### src/rtl/prog_loader_ctrl.sv
// Instruction-memory boot/reload sequencer: header, N program words, XOR trailer.
// Latency: a memory write appears one cycle after its stream transfer.
// Backpressure: in_ready is a decode of state; high in HDR/LOAD/CHK, low in RUN/ERR.
//
// Ports:
//   clk, rst          clock and synchronous active-high reset
//   in_valid/in_data  framed stream word, in_ready accepts it
//   reload            request a new load (acted on only while running)
//   im_we/im_addr/im_d  registered instruction memory write port
//   core_rst          holds the core in reset until a verified program is in place
//   load_busy/load_done/load_err  status: loading, one-cycle entry-to-run pulse, error
module prog_loader_ctrl #(
  parameter int ADDR_W = 16,
  parameter int DATA_W = 32
) (
  input  logic              clk,
  input  logic              rst,
  input  logic              in_valid,
  input  logic [DATA_W-1:0] in_data,
  output logic              in_ready,
  input  logic              reload,
  output logic              im_we,
  output logic [ADDR_W-1:0] im_addr,
  output logic [DATA_W-1:0] im_d,
  output logic              core_rst,
  output logic              load_busy,
  output logic              load_done,
  output logic              load_err
);

  typedef enum logic [2:0] {
    S_HDR  = 3'd0,
    S_LOAD = 3'd1,
    S_CHK  = 3'd2,
    S_RUN  = 3'd3,
    S_ERR  = 3'd4
  } state_t;

  state_t            state;
  state_t            state_nxt;
  logic [15:0]       cnt;
  logic [ADDR_W-1:0] addr;
  logic [DATA_W-1:0] csum;
  logic [ADDR_W-1:0] last_addr;
  logic              xfer;

  assign in_ready  = (state == S_HDR) || (state == S_LOAD) || (state == S_CHK);
  assign xfer      = in_valid && in_ready;
  // cnt is non-zero whenever LOAD is active, so this never underflows in use.
  assign last_addr = ADDR_W'(cnt) - ADDR_W'(1);

  always_comb begin
    state_nxt = state;
    case (state)
      S_HDR: begin
        if (xfer) begin
          if (in_data[31:16] != 16'd0)
            state_nxt = S_ERR;
          else if (in_data[15:0] != 16'd0)
            state_nxt = S_LOAD;
          else
            state_nxt = S_CHK;
        end
      end
      S_LOAD: begin
        if (xfer && (addr == last_addr))
          state_nxt = S_CHK;
      end
      S_CHK: begin
        if (xfer)
          state_nxt = (in_data == csum) ? S_RUN : S_ERR;
      end
      S_RUN: begin
        if (reload)
          state_nxt = S_HDR;
      end
      S_ERR: state_nxt = S_ERR;
      default: state_nxt = S_ERR;
    endcase
  end

  // State and all status outputs are registered together, so core_rst and
  // load_done change in the very cycle the new state becomes visible.
  always_ff @(posedge clk) begin
    if (rst) begin
      state     <= S_HDR;
      cnt       <= '0;
      addr      <= '0;
      csum      <= '0;
      im_we     <= 1'b0;
      im_addr   <= '0;
      im_d      <= '0;
      core_rst  <= 1'b1;
      load_busy <= 1'b1;
      load_done <= 1'b0;
      load_err  <= 1'b0;
    end else begin
      state     <= state_nxt;
      im_we     <= 1'b0;
      core_rst  <= (state_nxt != S_RUN);
      load_busy <= (state_nxt == S_HDR) || (state_nxt == S_LOAD) || (state_nxt == S_CHK);
      load_done <= (state_nxt == S_RUN) && (state != S_RUN);
      load_err  <= (state_nxt == S_ERR);

      if (xfer && (state == S_HDR) && (in_data[31:16] == 16'd0)) begin
        cnt  <= in_data[15:0];
        addr <= '0;
        csum <= '0;
      end

      // The trailer (CHK) is compared only; it is never written to memory.
      if (xfer && (state == S_LOAD)) begin
        im_we   <= 1'b1;
        im_addr <= addr;
        im_d    <= in_data;
        csum    <= csum ^ in_data;
        addr    <= addr + ADDR_W'(1);
      end
    end
  end

endmodule
### config.mk
export PLATFORM = sky130hd
export DESIGN_NAME = prog_loader_ctrl
export DESIGN_NICKNAME = d
export VERILOG_FILES = /design/src/rtl/prog_loader_ctrl.sv
export SDC_FILE = /design/constraint.sdc
export NUM_CORES = 1
export LEC_CHECK = 0
export BUFFER_PORTS_ARGS = -buffer_cell sky130_fd_sc_hd__buf_4
export CAP_MARGIN = 0
export CORE_AREA = 2 2 116 118
export DETAILED_ROUTE_END_ITERATION = 8
export DIE_AREA = 0 0 118 120
export HOLD_SLACK_MARGIN = 0.06
export RECOVER_POWER = 50
export SLEW_MARGIN = 20
export SYNTH_ARGS = -nofsm -noshare
export SYNTH_HDL_FRONTEND = slang
export SYNTH_SLANG_ARGS = --single-unit
### constraint.sdc
create_clock -name clk -period 3.3 [get_ports clk]
set_input_delay 0.66 -clock clk [delete_from_list [all_inputs] [get_ports clk]]
set_output_delay 0.66 -clock clk [all_outputs]
set_load 0.02 [all_outputs]
## After elaboration in Yosys (flattened, before gate mapping)

Cells that the tools add are included.

- Memories kept: 0
- Memory bits (read-only): 0
- Bits in writable memories: 0
- Bits in latches: 0
- Output and inout port bits: 54
- Bits of input ports: 36
- Flip-flop bits (word level): 120
- Word-level logic and storage cells: 54

- Shift operators: 0
- Add/subtract/negate cells: 2
- Mux-type cells: 13
- Div/mod/pow operators: 0
- Magnitude comparators: 0
- Multiply operators: 0
- Bitwise gates (word level): 1
- Equality and inequality tests: 11
- Reductions and logical operators: 16

Operators with widths:

| cell | number |
|---|---|
| 32-bit 2-to-1 mux | 2 |
| 32-bit == test | 1 |
| 16-bit 2-to-1 mux | 2 |
| 16-bit nonzero test | 2 |
| 32-bit XOR | 1 |
| 3-bit 2-to-1 mux | 6 |
| 16-bit by 1-bit adder with 16-bit output, second input constant | 1 |
| 16-bit == test | 1 |
| 16-bit zero test | 1 |
| 16-bit by 1-bit subtractor with 16-bit output, second input constant | 1 |
| 3-bit by 2-bit == test with 1-bit output, second input constant | 4 |
| 3-bit case mux with 4 select lines | 1 |
| 3-bit by 1-bit == test with 1-bit output, second input constant | 2 |
| 1-bit logical AND | 6 |
| 3-bit zero test | 2 |
| 3-bit by 2-bit != test with 1-bit output, second input constant | 2 |
| 1-bit logical OR | 4 |
| 3-bit == test, second input constant | 1 |
| 2-bit 2-to-1 mux | 1 |
| 2-bit nonzero test | 1 |
| 1-bit 2-to-1 mux | 1 |

## Depth between registers and ports, before layout

- Depth after elaboration: 10
- Gate-level depth with buffers: 10
- Depth with buffers taken out: 9

## Least setup slack after synthesis

No wires, ideal clock.

- Kind: input -> register
- From: in in_data[25]
- To: reg addr[14]
- Stages: 8
- Buffers on the path: 1
- Setup time: 128 ps
- Data required time: 3172 ps
- Data arrival time: 2237 ps
- Path slack: 936 ps
- Path through: nor4_1 > nand3_1 > or4_1 > nand2_1 > buf_1 > o21ai_0 > a21oi_1 > nor2_1

- Longest elaborated chain between the ends: 3

RTL lines:

| what | line | text |
|---|---|---|
| start: declaration | 19 | `input logic [DATA_W-1:0] in_data,` |
| 16-bit zero test | 105 | `if (xfer && (state == S_HDR) && (in_data[31:16] == 16'd0)) begin` |
| 1-bit logical AND | 105 |  |
| 2-bit nonzero test (no line) | - |  |
| end signal: assignment | 117 | `addr <= addr + ADDR_W'(1);` |
| end: declaration | 42 | `logic [ADDR_W-1:0] addr;` |

No other way between the ends.
A chain may end at the register's enable or synchronous reset.

## Worst setup path after layout

- From: reg cnt[0]
- To: reg state[0]

- Longest elaborated chain between the ends: 5

RTL lines:

| what | line | text |
|---|---|---|
| start: declaration | 41 | `logic [15:0] cnt;` |
| start signal: assignment | 106 | `cnt <= in_data[15:0];` |
| 16-bit by 1-bit subtractor with 16-bit output | 50 | `assign last_addr = ADDR_W'(cnt) - ADDR_W'(1);` |
| 16-bit == test | 66 | `if (xfer && (addr == last_addr))` |
| 1-bit logical AND | 66 |  |
| 3-bit 2-to-1 mux | 66 |  |
| 3-bit case mux with 4 select lines | 54 | `case (state)` |
| end signal: assignment | 98 | `state <= state_nxt;` |
| end: declaration | 39 | `state_t state;` |

No other way between the ends.

==> impl_results.md <==
- Final setup violation count: 0
- Setup slack at placement: 0.2569 ns
- Vias in the first global route: 5,288
- First-pass DRT Iterations: 5
- Clk buf depth: 2
- Critical path arrival: 2.95 ns
- Final #Nets: 861
- Multi-input gate area: 0.003009 mm2
- Reg-to-Reg End: state[0]$_SDFF_PP0_
- GRT Overall Usage: 0.2369
- TritonCTS clock tree: yes
- Reg-to-Reg Start: cnt[0]$_SDFFE_PP0P_
- Die Y: approximately 120 um
- Status: completed
- CP Class: flop to flop
- H-Tree Depth: 4
- Post-Route Skew: between 0.004 and 0.005 ns
- Vias post-DR: 5,582
- Initial Util: 0.4380
- Met1 wire length: 7.198 mm
- Post-synthesis simple-gate area fraction: 0.2711
- I/O pin cnt: 90
- Die X: 118 um
- DRT antenna net count: 0
- Met3 wire len: 653 um
- Power density over cell area: 508.8 mW/mm2
- Worst-skew pair later-pin latency: 0.42 ns
- First-pass GRT wire length: 26.61 mm
- Xor-xnor portion of the synthesized cell area: 0.04005
- Core ar.: 0.01298 mm2
- Maximum VDD drop: 317.5 uV
- Max_slew headroom: 0.4526
- Hold Path Class: flop to flop
- EDFF count, synth: 0
- Yosys warning count: 0
- Area growth from synthesis to layout: 20.75%
- Mapped cell area: approximately 0.0057 mm2
- Cell count of the worst reg-to-reg path: 9
- CP endpoint: state[0]$_SDFF_PP0_
- RSZ-0062 raised after global routing: false
- Clock-pin slew on the worst setup and hold paths: 0.05 ns
- Inst Count DP: 980
- Port bufs: 89
- Leak: between 2 and 2.5 nW
- Period utilization: 0.8080
- Main synth FF type: dfxtp_1
- Final Hold Viols: 0
- Max cap viols: 0
- Max layer used: met4
- Worst setup path start: cnt[0]$_SDFFE_PP0P_
- Worst Setup End Kind: flop
- WL per Instance: 16.26 um
- Setup repair bufs after CTS: 0
- Vias/cell: roughly 5.5
- Hpwl dp: between 10 and 15 mm
- Syn Area/Cell: ~7.5 um2
- CTS Buf Count: 17
- DRC viols: 0
- Compound-gate portion of the synthesized area: 0.2077
- Fin crit period: approximately 2.7 ns
- Fillers: 1,344
- Root buffer cell: clkbuf_16
- Reg area: about 0.0024 mm2
- Final GP Congestion: 0.8422
- CP Max Fanout: 11
- Total grt overflow: 0
- Layout cell share with drive strength beyond 1: 0.09928
- Worst EP required: 3.58 ns
- TNS Setup: 0 ns
- Pin count of the biggest net entering global routing: 53
- Met2 Wirelength: 8.220 mm
- Reg-to-reg slack, setup: around 0.63 ns
- Antenna violations before repair: 0
- DRT Wirelength: 16.45 mm
- DR iter-0 viols: 423
- Worst Slack Setup Final: 0.6336 ns
- Synthesized net count: a little under 800
- Cts hold-fix bufs: 0
- Critical path launch point type: flop
- Cell variety after synth: 52
- Antenna fix cells: 0
- Die Area: approximately 0.014 mm2
- Fraction of registers with async set/reset: 0
- Clk sinks: 120
- Post-cts sizing count: 0
- Max Slew Vio Count: 0
- Row count: 42
- Combinational family with the most area after synthesis: simple AND/OR/NAND/NOR gates
- Sequential area share after synthesis: 0.4225
- FMAX: 0.3750 GHz
- Fin cells: 1,012
- Yosys reg bits: 120
- Mux contribution to synthesized area: 0.005282
- Slew @ Worst Pin: 0.8211 ns
- Cells after Synth: 754
- Synth Area in Adders: 0.004401
layer usage:
layer,up-vias,track usage
met5,-,0
met4,0,0.08735
met3,29,0.05513
met2,122,0.4077
met1,2675,0.2891
li1,2756,-
cell families after synthesis:
logic type                 after synthesis
adders and majority gates                2
DFF                                    120
AOI/OAI and AO/OA                      200
buffers and inverters                   71
xor gates and xnor gates                26
and+or+nand+nor                        332
muxes                                    3
sequential cells by signal, indices dropped and copies added (netlist names):
| signal | cells |
|---|---|
| addr | 16 |
| cnt | 16 |
| core_rst | 1 |
| csum | 32 |
| im_addr | 16 |
| im_d | 32 |
| im_we | 1 |
| load_busy | 1 |
| load_done | 1 |
| load_err | 1 |
| state | 3 |
cell type report:
| cell class | instances | area share |
|---|---|---|
| Clock buffer | 24 | 0.07162 |
| Tap cell | 176 | 0.03208 |
| Multi-Input combinational cell | 563 | 0.4383 |
| Sequential cell | 120 | 0.3499 |
| Inverter | 18 | 0.009841 |
| Clock inverter | 8 | 0.01713 |
| Timing Repair Buffer | 103 | 0.08110 |
per-stage QoR:
step | hold WS, ns | utilization | power, mW | cell area [um2]
floorplan | 0.4433 | - | 1.538 | 5685
global placement | 0.4426 | 0.4987 | 1.622 | 6472
detailed placement | 0.4484 | 0.4987 | 1.624 | 6472
CTS | 0.4557 | 0.5456 | 3.530 | 7082
global route | 0.4694 | 0.5289 | 3.613 | 6865
finish | 0.4526 | 0.5289 | 3.493 | 6865
critical path, stage by stage (launching register included):
cell,delay (ns)
dfxtp_1,0.35
inv_1,0.07
ha_1,0.20
nor3b_2,0.57
nand3_1,0.14
a2111o_1,0.45
a2111oi_2,0.34
nand4_1,0.17
o21ai_1,0.15
a31oi_1,0.09
power breakdown:
part	leakage [nW]	internal [mW]	switching, mW
sequential	0.967	1.45	0.00205
clock	0.300	1.26	0.640
combinational	1.14	0.0470	0.0899
total	2.40	2.76	0.732
cells in the final DEF (no fill, tap or decap), drive strengths merged, types with 3 or more instances in the layout:
cell type,count
inv,18
nor4,20
xor2,17
and2,3
nor2b,41
and3,5
nand2,151
or3,3
a21oi,89
nand4,11
nor2,58
a22oi,25
buf,45
a2111oi,6
dfxtp,120
clkbuf,82
nand3,13
bufinv,3
clkinv,4
xnor2,9
nor3b,3
o21ai,47
nor3,15
a311oi,5
mux2i,3
a31oi,10
o211ai,3
worst min path at each step:
stage,from,end,slack (ns),cells past startpoint
finish,im_addr[14]$_SDFFE_PP0P_,im_addr[14]$_SDFFE_PP0P_,0.45,2
floorplan,cnt[15]$_SDFFE_PP0P_,cnt[15]$_SDFFE_PP0P_,0.44,2
detailed placement,im_addr[11]$_SDFFE_PP0P_,im_addr[11]$_SDFFE_PP0P_,0.45,2
global placement,im_d[0]$_SDFFE_PP0P_,im_d[0]$_SDFFE_PP0P_,0.44,2
CTS,im_addr[11]$_SDFFE_PP0P_,im_addr[11]$_SDFFE_PP0P_,0.46,2
global route,im_addr[1]$_SDFFE_PP0P_,im_addr[1]$_SDFFE_PP0P_,0.47,2
Yosys cell counts (2+ instances only):
| library cell | number | area share |
|---|---|---|
| nand2_1 | 151 | 0.10 |
| a2111oi_0 | 5 | 0.0077 |
| inv_1 | 18 | 0.012 |
| o22ai_1 | 2 | 0.0022 |
| nand4_1 | 11 | 0.012 |
| and3_1 | 5 | 0.0055 |
| a311oi_1 | 5 | 0.0077 |
| or4_1 | 2 | 0.0026 |
| a21oi_1 | 89 | 0.078 |
| xnor2_1 | 9 | 0.014 |
| nor3_1 | 14 | 0.012 |
| buf_2 | 2 | 0.0018 |
| and4_1 | 2 | 0.0031 |
| a211oi_1 | 2 | 0.0026 |
| clkbuf_1 | 46 | 0.030 |
| ha_1 | 2 | 0.0044 |
| a22oi_1 | 25 | 0.033 |
| nor2_1 | 58 | 0.038 |
| o21ai_0 | 46 | 0.040 |
| buf_1 | 3 | 0.0020 |
| o211ai_1 | 3 | 0.0040 |
| xor2_1 | 17 | 0.026 |
| nor2b_1 | 41 | 0.045 |
| a31oi_1 | 10 | 0.011 |
| nor4_1 | 20 | 0.022 |
| dfxtp_1 | 120 | 0.42 |
| nand3_1 | 13 | 0.011 |
| a21o_1 | 2 | 0.0026 |
| or3_1 | 2 | 0.0022 |
| nor3b_1 | 3 | 0.0040 |
| and2_1 | 2 | 0.0022 |
| or2_2 | 2 | 0.0022 |
| mux2i_1 | 3 | 0.0053 |
(Power assumes the default switching activity.)
